`config.mk`:
```
export PLATFORM = sky130hd
export DESIGN_NAME = aespim_cmd_sequencer
export DESIGN_NICKNAME = d
export VERILOG_FILES = /design/src/rtl/aespim_cmd_sequencer.sv
export SDC_FILE = /design/constraint.sdc
export NUM_CORES = 1
export LEC_CHECK = 0
export CAP_MARGIN = 20
export CORE_UTILIZATION = 29
export DETAILED_ROUTE_END_ITERATION = 8
export PLACE_DENSITY = 0.56
export SYNTH_ARGS = -nofsm -noshare
export SYNTH_HDL_FRONTEND = slang
export SYNTH_SLANG_ARGS = --single-unit
```
`constraint.sdc`:
```
create_clock -name clk_i -period 8.37 [get_ports clk_i]
set_clock_uncertainty 0.05 [all_clocks]
set_input_delay 1.674 -clock clk_i [delete_from_list [all_inputs] [get_ports clk_i]]
set_output_delay 1.674 -clock clk_i [all_outputs]
set_load 0.02 [all_outputs]
```
`src/rtl/aespim_cmd_sequencer.sv`:
```
// Command sequencer for an AES-style accelerator: loads a 128-bit key, issues
// key-expansion commands, then waits for the result or a timeout.
module aespim_cmd_sequencer #(
    parameter int NUM_KEX = 4,
    parameter int TIMEOUT = 255
) (
    input  logic         clk_i,
    input  logic         rst_i,
    input  logic         req_valid_i,
    output logic         req_ready_o,
    input  logic [127:0] req_key_i,
    output logic         rsp_valid_o,
    input  logic         rsp_ready_i,
    output logic [31:0]  rsp_data_o,
    output logic         rsp_err_o,
    output logic         acc_start_o,
    output logic [2:0]   acc_op_code_o,
    output logic [31:0]  acc_data_o,
    input  logic [31:0]  acc_data_i,
    input  logic         acc_done_i
);

    typedef enum logic [2:0] {
        IDLE,
        LOAD,
        KEXR,
        KEX,
        WAIT,
        RESP
    } state_t;

    localparam logic [2:0] OP_LD   = 3'b000;
    localparam logic [2:0] OP_KEXR = 3'b010;
    localparam logic [2:0] OP_KEX  = 3'b011;
    localparam logic [3:0] KEX_LAST = 4'(NUM_KEX - 1);
    localparam logic [7:0] TMO_LAST = 8'(TIMEOUT - 1);
    localparam logic [7:0] TMO_MAX  = 8'(TIMEOUT);

    state_t       state;
    logic [3:0]   cnt;
    logic [7:0]   timer;
    logic [127:0] key;

    function automatic logic [31:0] key_word(input logic [127:0] k, input logic [1:0] w);
        case (w)
            2'd0:    key_word = k[31:0];
            2'd1:    key_word = k[63:32];
            2'd2:    key_word = k[95:64];
            default: key_word = k[127:96];
        endcase
    endfunction

    // Outputs are registered one cycle ahead: each transition loads the values
    // the next state must present, so commands stream with no gaps.
    always_ff @(posedge clk_i or posedge rst_i) begin
        if (rst_i) begin
            state         <= IDLE;
            cnt           <= 4'd0;
            timer         <= 8'd0;
            key           <= '0;
            req_ready_o   <= 1'b1;
            rsp_valid_o   <= 1'b0;
            rsp_data_o    <= 32'd0;
            rsp_err_o     <= 1'b0;
            acc_start_o   <= 1'b0;
            acc_op_code_o <= OP_LD;
            acc_data_o    <= 32'd0;
        end else begin
            case (state)
                IDLE: begin
                    if (req_valid_i) begin
                        key           <= req_key_i;
                        cnt           <= 4'd0;
                        state         <= LOAD;
                        req_ready_o   <= 1'b0;
                        acc_start_o   <= 1'b1;
                        acc_op_code_o <= OP_LD;
                        acc_data_o    <= req_key_i[127:96];
                    end
                end
                LOAD: begin
                    // Load order is word 3 first, then 0, 1, 2: load k+1 carries word k.
                    if (cnt == 4'd3) begin
                        cnt           <= 4'd0;
                        state         <= KEXR;
                        acc_op_code_o <= OP_KEXR;
                        acc_data_o    <= 32'd0;
                    end else begin
                        cnt        <= cnt + 4'd1;
                        acc_data_o <= key_word(key, cnt[1:0]);
                    end
                end
                KEXR: begin
                    cnt           <= 4'd0;
                    state         <= KEX;
                    acc_op_code_o <= OP_KEX;
                end
                KEX: begin
                    if (cnt == KEX_LAST) begin
                        cnt           <= 4'd0;
                        timer         <= 8'd0;
                        state         <= WAIT;
                        acc_start_o   <= 1'b0;
                        acc_op_code_o <= OP_LD;
                        acc_data_o    <= 32'd0;
                    end else begin
                        cnt <= cnt + 4'd1;
                    end
                end
                WAIT: begin
                    if (acc_done_i) begin
                        rsp_data_o  <= acc_data_i;
                        rsp_err_o   <= 1'b0;
                        rsp_valid_o <= 1'b1;
                        state       <= RESP;
                    end else if (timer == TMO_LAST) begin
                        timer       <= TMO_MAX;
                        rsp_data_o  <= 32'd0;
                        rsp_err_o   <= 1'b1;
                        rsp_valid_o <= 1'b1;
                        state       <= RESP;
                    end else begin
                        timer <= timer + 8'd1;
                    end
                end
                RESP: begin
                    if (rsp_ready_i) begin
                        rsp_valid_o <= 1'b0;
                        req_ready_o <= 1'b1;
                        state       <= IDLE;
                    end
                end
                default: state <= IDLE;
            endcase
        end
    end

endmodule

```
-- Yosys cells after proc, flatten, opt, wreduce, memory -nomap -nowiden
Index checks and enable logic that the tools add are counted.
- add/sub/neg operators: 2
- equality and inequality tests: 15
- multiplexer cells: 35
- reduce and logical (&&, ||, !) cells: 21
- operators by type and width (operator ; count):
    case mux 32 bit (3 select lines) ; 2
    two-way mux 32 bit ; 5
    two-way mux 3 bit ; 8
    two-way mux 8 bit ; 3
    case mux 3 bit (6 select lines) ; 1
    case mux 8 bit (2 select lines) ; 1
    AND reduction 3 bit ; 5
    case mux 3 bit (4 select lines) ; 1
    case mux 4 bit (3 select lines) ; 1
    != test 2 bit (second input constant) ; 5
    nonzero test 2 bit ; 5
    adder 8 x 1 -> 8 bit (second input constant) ; 1
    equality test 8 bit (second input constant) ; 1
    two-way mux 1 bit ; 8
    two-way mux 4 bit ; 2
    equality test 3 x 2 -> 1 bit (second input constant) ; 2
    equality test 3 bit (second input constant) ; 2
    case mux 1 bit (2 select lines) ; 3
    AND reduction 2 bit ; 3
    nonzero test 3 bit ; 2
    AND reduction 5 bit ; 1
    adder 4 x 1 -> 4 bit (second input constant) ; 1
    equality test 4 x 2 -> 1 bit (second input constant) ; 1
    AND reduction 4 bit ; 1
    8 further kinds ; 8
- bits in registers: 214
- input bits: 165
- word-level logic and storage cells: 84

-- Longest topological paths before layout
- word-level depth: 4
- depth in mapped cells: 7

-- Worst setup path before layout
No wires, ideal clock.
- kind: input -> register
- start: input req_valid_i
- end: register key[31]
- library setup time: 125 ps
- data arrival time: 2566 ps
- required time: 8195 ps
- path slack: 5629 ps
- stages: 5
- buffers on the path: 2
- cell sequence: nand2_1 -> nor3_2 -> buf_4 -> buf_4 -> mux2_2
- longest elaborated chain between the ends: 1
- ends and longest elaborated chain (what ; line ; RTL):
    from (decl) ; 9 ; input logic req_valid_i,
    AND reduction 2 bit (no source line) ; -- ;
    to (signal assigned) ; 72 ; key <= req_key_i;
    to (decl) ; 42 ; logic [127:0] key;
No other way between the ends.
A chain may end at the register's enable or synchronous reset.

-- Final worst setup path
- start: input req_valid_i
- end: register key[92]
The elaborated chain is that of the path after synthesis.

==> metrics list <==
- Result of the run: complete, no violations
* # IOs: 236
- Kind of end point of the critical path: flop
* Count of buffers from port buffering: 234
- The via count of the first global-routing pass was 6,953.
- The initial antenna violation count was 1.
* Worst setup slack for register-to-register paths: 5.08 ns
* PnR worst setup slack: 4.68 ns
* VDD IR max: 0.000169 V
- Yosys printed 0 warnings.
* Synthesized area per cell: 12.8 sq um
- After the first detailed-routing iteration, the DRC count stood at 406.
* Die extent in x: 181 um
- Layout cell share with drive strength beyond 1: 19.6%
- Synthesis inferred 213 register bits.
- Data arrival time of the critical path: 4.04 ns
- Total number of clock tree sinks: 213
- Maximum single-stage delay on the critical path: 0.63 ns
* Proportion of synthesized chip area in sequential cells: 57.2%
* Met1 Use GR: 21.3%
* Max capacitance violation total: 0
- Setup violations remaining at the end of the flow were counted as 0.
- In this run the deepest clock path goes through 3 buffers.
- Number of core rows: 65
- After global routing, the most crowded layer is met2.
* Most area-consuming cells after synthesis: sky130_fd_sc_hd__dfrtp_1, sky130_fd_sc_hd__mux2_2, sky130_fd_sc_hd__a222oi_1, sky130_fd_sc_hd__mux2i_1, sky130_fd_sc_hd__a22o_1
- Summing every instance area after synthesis gives 0.00932 sq mm.
- Final worst path period need: 3.69 ns
- Number of nets in the layout: 1,115
* Slowest library cell on the worst path: sky130_fd_sc_hd__buf_4
- The die is 181 um tall.
* Tightest slew margin relative to the limit: 33.2%
* Most used cell, CP: sky130_fd_sc_hd__buf_4
- Clock tree synthesis selected as its root buffer the cell sky130_fd_sc_hd__clkbuf_16.
- Clock tree from TritonCTS: built
- Met2 track demand over resource: 24.4%
- Type of the worst setup path: in2reg
* Cell accounting for the most synthesized area: sky130_fd_sc_hd__dfrtp_1
* Final HPWL from detailed placement: 16.2 mm
- Global routing used 15.6% of the available tracks.
- At the worst endpoint, the required time is 8.72 ns.
* Post-cts hold buffer count: 0
- The die covers 0.0329 sq mm.
- Slew of the pin with the lowest slew margin: 1.00 ns
- Max Fanout on Critical Path: 50
- Hold WC Path Type: reg2reg
* Cell breakdown of the critical path: clkdlybuf4s50_1 > nand2_1 > nor3_4 > buf_4 > buf_4 > mux2_2
- The core region is 0.0316 sq mm.
* Number of antenna-violating nets in the routed design: 0
* Fmax: 0.271 GHz
* Commonest register cell after synthesis: sky130_fd_sc_hd__dfrtp_1
- The pre-antenna-repair detailed-routing pass consisted of 5 iterations.
- Post-synth EDFFs: 0
- Detail-routed via count per cell: 4.92
- Gpl congestion: 0.737
- The top cell type by area accounts for 56.9% of the synthesized area.
- Global routing met3 resource utilization: 4.62%
- Reg clk slew, reported paths: 0.06 ns
- Fraction of registers with async set/reset: 100%
* Later-pin clock latency in the skew report: 0.52 ns
- Dominant delay contributor by cell family on the critical path: buffers and inverters
* Synthesized netlist cell count: 728
- Reported leakage power: 5.42 nW
- Power density cells: 390 mW/mm^2
- The number of buffers and inverters on the critical path is 3.
* Fillers: 3,018
* Type of origin of the critical path: input pin
- Setup repair after global routing left no endpoint under its margin.
* Via Count: 6,707
- In the routed design, unresolved DRC markers number 0.
- Resized cells post-CTS: 0
- Synthesis-to-finish area growth: 38.6%
- Total Negative Setup Slacks: 0 ns
- In this run the number of H-tree levels came out at 1.
- The synthesized netlist contains 53 unique library cells.
* Max-slew violations: 0
* Routed wire length: 25.3 mm
- Net Count, Synth: 899
- Summed over all layers, the global routing overflow is 0.
- Dividing the detail-routed wire length by the instance count gives 18.6 um.
- Entering global routing, the biggest net connects 146 pins.
* Post-CTS setup buffer count: 0
- The first global-routing pass estimated 40.7 mm of wire.
* Number of clock buffers inserted by TritonCTS: 25
- Worst setup slack before clock tree synthesis: 4.16 ns
- For this configuration, the core starts out at a cell density of 29.5%.
- Count of final hold-check violations: 0
- The worst path uses 44.1% of the clock period.
[report_power, final]
part           switching, mW  internal, mW
Combinational           1.04          1.01
Sequential             0.297          1.53
Clock                  0.435         0.737
Total                   1.77          3.27
[cell usage in the layout (no fill, tap or decap), drive strengths merged, types with 2 or more instances in the layout]
master         count
o31ai              2
nor3               4
nand2             10
a22oi             32
a31oi              2
ha                 6
o21bai             2
bufinv             4
mux2             128
dfrtp            212
a222oi            32
clkbuf            35
a22o              33
clkinv             4
and3               2
nand3              5
xor2               2
nor4               2
a311oi             3
nand4              2
nor2              45
inv               42
clkdlybuf4s50    234
nand2b             3
mux2i             32
a21oi             41
o21ai             10
buf               10
o22ai              3
o211ai             2
[routing by layer]
metal	wire length [um]	vias to the layer above
met5	0	-
met4	479	0
met3	1930	31
met2	11300	232
met1	11600	3321
li1	-	3123
[kinds of logic after synthesis]
family                     count (synthesis)  share of synthesized area (%)
muxes                                    160                           18.9
xor gates and xnor gates                   2                          0.188
other                                      1                         0.0402
buffers and inverters                     97                           4.79
AOI/OAI and AO/OA                        171                           13.9
adders and majority gates                  6                          0.805
and+or+nand+nor                           78                           4.21
DFF                                      213                           57.2
[cell type report]
class                           count  area (sq um)  share of cell area [%]
Sequential cell                   213          5330                    41.3
Multi-Input combinational cell    418          3570                    27.6
Antenna cell                        1          2.50                  0.0194
Clock buffer                       35           743                    5.75
Clock inverter                      9           148                    1.14
Inverter                           42           165                    1.28
Tap cell                          402           503                    3.89
Timing Repair Buffer              244          2460                    19.0
[Yosys cell counts, drive strengths merged (2+ instances only)]
cell type	instances
ha	6
a21oi	41
and3	2
buf	40
o31ai	2
nand2	10
nor2	45
o211ai	2
o21ai	10
a22oi	32
xor2	2
a311oi	3
nand3	5
nand2b	3
nor3	4
nor4	2
a22o	33
o22ai	3
mux2i	32
inv	42
mux2	128
clkbuf	15
dfrtp	212
nand4	2
a31oi	2
a222oi	32
o21bai	2
[metrics by stage]
stage | hold WS [ns] | cells | util [%] | instance area (sq um) | total power [mW]
floorplan | 0.408 | 728 | - | 9320 | 3.14
global placement | 0.416 | 1317 | 37.9 | 12000 | 3.88
detailed placement | 0.429 | 1318 | 38.0 | 12000 | 3.92
CTS | 0.442 | 1362 | 40.8 | 12900 | 5.13
global route | 0.451 | 1363 | 40.9 | 12900 | 5.41
finish | 0.440 | 1364 | 40.9 | 12900 | 5.04
[flip-flops by register name (all words and copies together), names as in the netlist]
register / count
acc_data_o: 32
cnt: 4
timer: 8
rsp_valid_o: 1
acc_op_code_o: 2
req_ready_o: 1
rsp_data_o: 32
rsp_err_o: 1
acc_start_o: 1
key: 128
state: 3
[path summary, 6_finish.rpt]
path | start | endpoint | cells after the start
hold reg to reg | key[7] | key[7] | 1
max in group asynchronous | rst_i | key[36] | 3
setup / recovery | req_valid_i | key[92] | 6
min in group asynchronous | rst_i | rsp_data_o[27] | 2
hold / removal | key[7] | key[7] | 1
setup reg to reg | state[0] | acc_data_o[8] | 5
Note: power is estimated with default switching activity, not from simulation.
